--- src/rtl/ctrl_unit_mdu.sv ---
// RV32I/M decode-to-execute control register with a multi-cycle MDU sequencer
// that holds the front end while a mul/div is in flight.
module ctrl_unit_mdu #(
  parameter int MEXT       = 1,
  parameter int MUL_CYCLES = 2,
  parameter int DIV_CYCLES = 32
) (
  input  logic        clk,
  input  logic        rst,
  input  logic [31:0] inst,
  input  logic        in_valid,
  input  logic        stall_in,
  input  logic        flush,
  output logic        stall_out,
  output logic        ex_valid,
  output logic [3:0]  ex_alu_ctrl,
  output logic [2:0]  ex_imm_sel,
  output logic [2:0]  ex_cmp_ctrl,
  output logic        ex_alu_src_a,
  output logic        ex_alu_src_b,
  output logic        ex_reg_write,
  output logic        ex_mem_w,
  output logic        ex_mem_r,
  output logic        ex_data_to_reg,
  output logic        ex_jalr,
  output logic        ex_is_branch,
  output logic [2:0]  ex_mdu_op,
  output logic        ex_is_mdu,
  output logic        ex_mdu_done,
  output logic        ex_illegal
);

  localparam logic [3:0] ALU_ADD = 4'b0001, ALU_SUB = 4'b0010, ALU_AND = 4'b0011,
                         ALU_OR  = 4'b0100, ALU_XOR = 4'b0101, ALU_SLL = 4'b0110,
                         ALU_SRL = 4'b0111, ALU_SLT = 4'b1000, ALU_SLTU = 4'b1001,
                         ALU_SRA = 4'b1010, ALU_PC4 = 4'b1011, ALU_B   = 4'b1100;
  localparam logic [2:0] IMM_I = 3'b001, IMM_B = 3'b010, IMM_J = 3'b011,
                         IMM_S = 3'b100, IMM_U = 3'b101;
  localparam logic [5:0] MUL_LOAD = 6'(MUL_CYCLES - 1);
  localparam logic [5:0] DIV_LOAD = 6'(DIV_CYCLES - 1);

  typedef struct packed {
    logic [3:0] alu_ctrl;
    logic [2:0] imm_sel;
    logic [2:0] cmp_ctrl;
    logic       alu_src_a;
    logic       alu_src_b;
    logic       reg_write;
    logic       mem_w;
    logic       mem_r;
    logic       data_to_reg;
    logic       jalr;
    logic       is_branch;
    logic [2:0] mdu_op;
    logic       is_mdu;
    logic       illegal;
  } ctrl_t;

  typedef enum logic [1:0] {IDLE, MUL_RUN, DIV_RUN, DONE} state_t;

  ctrl_t      dec, ex_q;
  logic       valid_q, done_q, legal;
  logic [6:0] opcode, funct7;
  logic [2:0] funct3;
  logic       unused_fields;
  state_t     state, state_n;
  logic [5:0] cnt, cnt_n;
  logic       running, capture, start, finish;

  assign opcode        = inst[6:0];
  assign funct3        = inst[14:12];
  assign funct7        = inst[31:25];
  assign unused_fields = ^{inst[24:15], inst[11:7]};

  function automatic logic [3:0] alu_of_funct3(input logic [2:0] f3);
    case (f3)
      3'd0:    return ALU_ADD;
      3'd1:    return ALU_SLL;
      3'd2:    return ALU_SLT;
      3'd3:    return ALU_SLTU;
      3'd4:    return ALU_XOR;
      3'd5:    return ALU_SRL;
      3'd6:    return ALU_OR;
      default: return ALU_AND;
    endcase
  endfunction

  always_comb begin
    dec   = '0;
    legal = 1'b1;
    case (opcode)
      7'b0110011: begin
        dec.reg_write = 1'b1;
        if (funct7 == 7'b0000000) dec.alu_ctrl = alu_of_funct3(funct3);
        else if (funct7 == 7'b0100000 && funct3 == 3'd0) dec.alu_ctrl = ALU_SUB;
        else if (funct7 == 7'b0100000 && funct3 == 3'd5) dec.alu_ctrl = ALU_SRA;
        else if (funct7 == 7'b0000001 && MEXT != 0) begin
          // write-back is granted later by the sequencer, not at decode
          dec.reg_write = 1'b0;
          dec.is_mdu    = 1'b1;
          dec.mdu_op    = funct3;
        end else legal = 1'b0;
      end
      7'b0010011: begin
        dec.alu_ctrl  = alu_of_funct3(funct3);
        dec.alu_src_b = 1'b1;
        dec.imm_sel   = IMM_I;
        dec.reg_write = 1'b1;
        if (funct3 == 3'd1 && funct7 != 7'b0000000) legal = 1'b0;
        else if (funct3 == 3'd5) begin
          if (funct7 == 7'b0100000) dec.alu_ctrl = ALU_SRA;
          else if (funct7 != 7'b0000000) legal = 1'b0;
        end
      end
      7'b0000011: begin
        dec.alu_ctrl    = ALU_ADD;
        dec.alu_src_b   = 1'b1;
        dec.imm_sel     = IMM_I;
        dec.reg_write   = 1'b1;
        dec.mem_r       = 1'b1;
        dec.data_to_reg = 1'b1;
        legal = funct3 inside {3'd0, 3'd1, 3'd2, 3'd4, 3'd5};
      end
      7'b0100011: begin
        dec.alu_ctrl  = ALU_ADD;
        dec.alu_src_b = 1'b1;
        dec.imm_sel   = IMM_S;
        dec.mem_w     = 1'b1;
        legal = funct3 inside {3'd0, 3'd1, 3'd2};
      end
      7'b1100011: begin
        dec.alu_ctrl  = ALU_ADD;
        dec.alu_src_a = 1'b1;
        dec.alu_src_b = 1'b1;
        dec.imm_sel   = IMM_B;
        dec.is_branch = 1'b1;
        case (funct3)
          3'd0:    dec.cmp_ctrl = 3'b001;
          3'd1:    dec.cmp_ctrl = 3'b010;
          3'd4:    dec.cmp_ctrl = 3'b011;
          3'd5:    dec.cmp_ctrl = 3'b101;
          3'd6:    dec.cmp_ctrl = 3'b100;
          3'd7:    dec.cmp_ctrl = 3'b110;
          default: legal = 1'b0;
        endcase
      end
      7'b0110111: begin
        dec.alu_ctrl  = ALU_B;
        dec.alu_src_b = 1'b1;
        dec.imm_sel   = IMM_U;
        dec.reg_write = 1'b1;
      end
      7'b0010111: begin
        dec.alu_ctrl  = ALU_ADD;
        dec.alu_src_a = 1'b1;
        dec.alu_src_b = 1'b1;
        dec.imm_sel   = IMM_U;
        dec.reg_write = 1'b1;
      end
      7'b1101111: begin
        dec.alu_ctrl  = ALU_PC4;
        dec.alu_src_a = 1'b1;
        dec.imm_sel   = IMM_J;
        dec.reg_write = 1'b1;
      end
      7'b1100111: begin
        dec.alu_ctrl  = ALU_PC4;
        dec.alu_src_a = 1'b1;
        dec.imm_sel   = IMM_I;
        dec.reg_write = 1'b1;
        dec.jalr      = 1'b1;
        legal = (funct3 == 3'd0);
      end
      default: legal = 1'b0;
    endcase
    if (!legal) begin
      dec         = '0;
      dec.illegal = 1'b1;
    end
  end

  assign running   = (state == MUL_RUN) || (state == DIV_RUN);
  assign stall_out = running;
  assign capture   = !stall_in && !running;
  assign start     = capture && in_valid && dec.is_mdu;
  assign finish    = running && (cnt == '0);

  always_ff @(posedge clk or posedge rst) begin
    if (rst) begin
      state <= IDLE;
      cnt   <= '0;
    end else begin
      state <= state_n;
      cnt   <= cnt_n;
    end
  end

  always_comb begin
    state_n = state;
    cnt_n   = cnt;
    case (state)
      IDLE, DONE: begin
        state_n = IDLE;
        if (start) begin
          if (dec.mdu_op[2]) begin
            state_n = DIV_RUN;
            cnt_n   = DIV_LOAD;
          end else begin
            state_n = MUL_RUN;
            cnt_n   = MUL_LOAD;
          end
        end
      end
      MUL_RUN, DIV_RUN: begin
        if (finish) state_n = DONE;
        else        cnt_n   = cnt - 6'd1;
      end
      default: state_n = IDLE;
    endcase
    if (flush) begin
      state_n = IDLE;
      cnt_n   = '0;
    end
  end

  // A stall in DONE still retires the pulse: only reg_write/done drop, the rest holds.
  always_ff @(posedge clk or posedge rst) begin
    if (rst) begin
      ex_q    <= '0;
      valid_q <= 1'b0;
      done_q  <= 1'b0;
    end else if (flush) begin
      ex_q    <= '0;
      valid_q <= 1'b0;
      done_q  <= 1'b0;
    end else begin
      done_q <= 1'b0;
      if (finish) begin
        done_q         <= 1'b1;
        ex_q.reg_write <= 1'b1;
      end else if (capture) begin
        valid_q <= in_valid;
        ex_q    <= in_valid ? dec : '0;
      end else if (state == DONE) begin
        ex_q.reg_write <= 1'b0;
      end
    end
  end

  assign ex_valid       = valid_q;
  assign ex_alu_ctrl    = ex_q.alu_ctrl;
  assign ex_imm_sel     = ex_q.imm_sel;
  assign ex_cmp_ctrl    = ex_q.cmp_ctrl;
  assign ex_alu_src_a   = ex_q.alu_src_a;
  assign ex_alu_src_b   = ex_q.alu_src_b;
  assign ex_reg_write   = ex_q.reg_write;
  assign ex_mem_w       = ex_q.mem_w;
  assign ex_mem_r       = ex_q.mem_r;
  assign ex_data_to_reg = ex_q.data_to_reg;
  assign ex_jalr        = ex_q.jalr;
  assign ex_is_branch   = ex_q.is_branch;
  assign ex_mdu_op      = ex_q.mdu_op;
  assign ex_is_mdu      = ex_q.is_mdu;
  assign ex_mdu_done    = done_q;
  assign ex_illegal     = ex_q.illegal;

endmodule

--- config.mk ---
export PLATFORM = sky130hd
export DESIGN_NAME = ctrl_unit_mdu
export DESIGN_NICKNAME = d
export VERILOG_FILES = /design/src/rtl/ctrl_unit_mdu.sv
export SDC_FILE = /design/constraint.sdc
export NUM_CORES = 1
export LEC_CHECK = 0
export ABC_AREA = 1
export BUFFER_PORTS_ARGS = -buffer_cell sky130_fd_sc_hd__buf_4
export CORE_ASPECT_RATIO = 0.75
export CORE_MARGIN = 3
export CORE_UTILIZATION = 40
export DETAILED_ROUTE_END_ITERATION = 6
export PLACE_DENSITY = 0.67
export SLEW_MARGIN = 10
export SYNTH_ARGS = -nofsm -noshare
export SYNTH_HDL_FRONTEND = slang
export SYNTH_SLANG_ARGS = --single-unit
--- constraint.sdc ---
create_clock -name clk -period 1.5 [get_ports clk]
set_input_delay 0.3 -clock clk [delete_from_list [all_inputs] [get_ports clk]]
set_output_delay 0.3 -clock clk [all_outputs]
set_load 0.005 [all_outputs]
==> metrics.txt <==
Power, Total 1.89 mW; Max Slew Vio Count 0; Nets 405; Layout area overhead 45.6%; min cycle time layout 1.55 ns; Num Clock Sinks 32; post-synthesis register bit count 32; H-tree depth 2; synth unique cells 30; row cnt 22; post-synth net total 320; antenna-violating nets left 0; wire per inst 12.7 um; gpl congestion 0.843; die area 6100 sq um; first-pass GRT wire length 8940 um; reg2reg start state[0]$_DFFE_PP0P_; worst skew pair latency 0.28 ns; Die W 89.2 um; Placeable Area 4950 sq um; Max Root-Sink Buffers 2; CTS Buf Count 5; final hold violations 0; status complete, but fails checks; # diodes 0; final setup fails 16; sequential area share after synthesis 0.386; DRC errors left 0; 1st-iter DRT viols 93; number of global-route vias before repair 1,928; Leak 1.51 nW; worst-margin pin slew 0.423 ns; port bufs 47; Setup WS pre-CTS -0.103 ns; clk slew on worst S/H paths 0.07 ns; Synth warnings 0; startpoint types flip-flop; layout cells sized above 1 0.407; overall die height 68.4 um; max_cap viols 0; CTS tree built; first drt pass iteration count 4; worst setup slack after layout -0.0498 ns; detailed placement HPWL 4160 um; Crit path required time 1.71 ns; Worst slew margin 0.718; Achievable Freq 645 MHz; worst clock skew 0.00673 ns; WS Path Type reg2reg; crit-path max FO 8; Worst Setup End Kind flip-flop; drt total wl 5400 um; Hold WS 0.107 ns; clock root buffer clkbuf_8; global route total overflow 0; fin crit share 1.03; pin count of the biggest net entering global routing 33; hold buffer count at cts 0; # IOs 63; Starting Density 0.419; Tightest Hold Check Type in2async; initial antenna violation count 0; CP startpoint state[0]$_DFFE_PP0P_; most frequent cells in the layout buf_4 (77), nand2_1 (76), dfrtp_1 (32); Critical Path AT 1.76 ns; Post-Syn Instances 281; RSZ-0062 raised after global routing yes; Max VDD drop 286 uV; leading cell type in the layout, fill and taps excluded buf_4; Power per Cell Area 627 nW/um^2; gr usage total 0.191; vias per cell 5.03; Syn Std Cell Area 2070 sq um; Vias 2,141; mean post-synth cell area 7.38 sq um; failing checks setup timing
-- sequential cells by signal (all words and copies together), names as in the netlist, 2 cells and up --
register	count
ex_mdu_op	3
ex_imm_sel	3
ex_cmp_ctrl	3
state	2
cnt	6
ex_alu_ctrl	4
-- metal layers --
layer  routed length, um  share of wire  vias up  track usage
li1                    -              -     1089            -
met1                2660           0.49      978        0.285
met2                2310           0.43       69        0.280
met3                 391          0.072        5       0.0373
met4                  40         0.0074        0       0.0502
met5                   0              0        -            0
-- what timing repair did --
action,4_1_cts,5_1_grt
buffers inserted,5,1
setup endpoints to repair,9,29
cloned,2,0
endpoints found under the hold margin,0,0
gates resized for setup,15,25
pin swaps,5,13
-- cells in the mapped netlist --
library cell | instances | share of area
nor2_8 | 1 | 0.0097
nand2_8 | 1 | 0.0097
nand3_4 | 1 | 0.0084
ha_1 | 2 | 0.012
nor2_4 | 7 | 0.038
clkbuf_1 | 2 | 0.0036
o21ai_1 | 6 | 0.014
a21oi_2 | 1 | 0.0042
and3_1 | 1 | 0.0030
nor3_1 | 5 | 0.012
clkinv_2 | 1 | 0.0024
nand3b_4 | 1 | 0.0097
a21oi_1 | 6 | 0.014
buf_2 | 1 | 0.0024
nand4_1 | 9 | 0.027
o21ai_2 | 8 | 0.034
nand2_1 | 81 | 0.15
dfrtp_1 | 32 | 0.39
inv_1 | 28 | 0.051
nand2_2 | 7 | 0.021
a31oi_1 | 3 | 0.0090
o211ai_1 | 1 | 0.0036
o21ai_0 | 17 | 0.041
nor2_1 | 18 | 0.033
o22ai_1 | 1 | 0.0030
buf_4 | 3 | 0.011
nand3b_1 | 1 | 0.0036
nand3_1 | 28 | 0.068
nor2_2 | 4 | 0.012
inv_2 | 4 | 0.0072
-- layout make-up --
class / instances / area, sq um
tap: 60 / 75.1
fill: 459 / 1930
clock buffer: 7 / 96.3
timing repair buffer: 84 / 691
multi-input combinational: 210 / 1230
inverter: 33 / 128
sequential: 32 / 801
-- final timing paths --
check | cells after the start | to | slack (ns)
setup reg to reg | 8 | ex_mem_w$_DFFE_PP0P_ | -0.05
min in group clk | 2 | ex_mdu_done$_DFF_PP0_ | 0.30
hold / removal | 3 | state[0]$_DFFE_PP0P_ | 0.11
hold reg to reg | 2 | ex_valid$_DFFE_PP0P_ | 0.48
max in group asynchronous | 3 | ex_jalr$_DFFE_PP0P_ | 1.09
setup / recovery | 8 | ex_mem_w$_DFFE_PP0P_ | -0.05
-- report_power, final --
group / leakage [nW] / internal (mW) / total [mW] / switching, mW
registers: 0.444 / 0.869 / 0.873 / 0.00376
logic: 1.02 / 0.136 / 0.310 / 0.175
clock network: 0.0503 / 0.408 / 0.709 / 0.301
total: 1.51 / 1.41 / 1.89 / 0.480
-- worst max-delay path: stages, from the launching register on --
cell,delay [ns]
dfrtp_1,0.42
ha_4,0.28
nor2_4,0.09
nand2_2,0.07
buf_4,0.14
nor2_4,0.12
buf_12,0.15
nand2_8,0.08
o21ai_2,0.12
-- per-stage QoR --
step           TNS (ns)  utilization  std cells  cell area, sq um
2_1_floorplan         0            -        281              2090
3_3_place_gp     -0.574        0.547        411              2710
3_5_place_dp     -0.913        0.547        411              2710
4_1_cts          -0.119        0.591        425              2930
5_1_grt           -1.83        0.610        426              3020
6_report         -0.499        0.610        426              3020
-- cell families after synthesis --
kind of cell	after synthesis	synth area share
DFF	32	0.386
and+or+nand+nor	165	0.401
AOI/OAI and AO/OA	43	0.124
buffers and inverters	39	0.0772
adders and majority gates	2	0.0121
No activity file was read; power rests on OpenSTA's default activity.
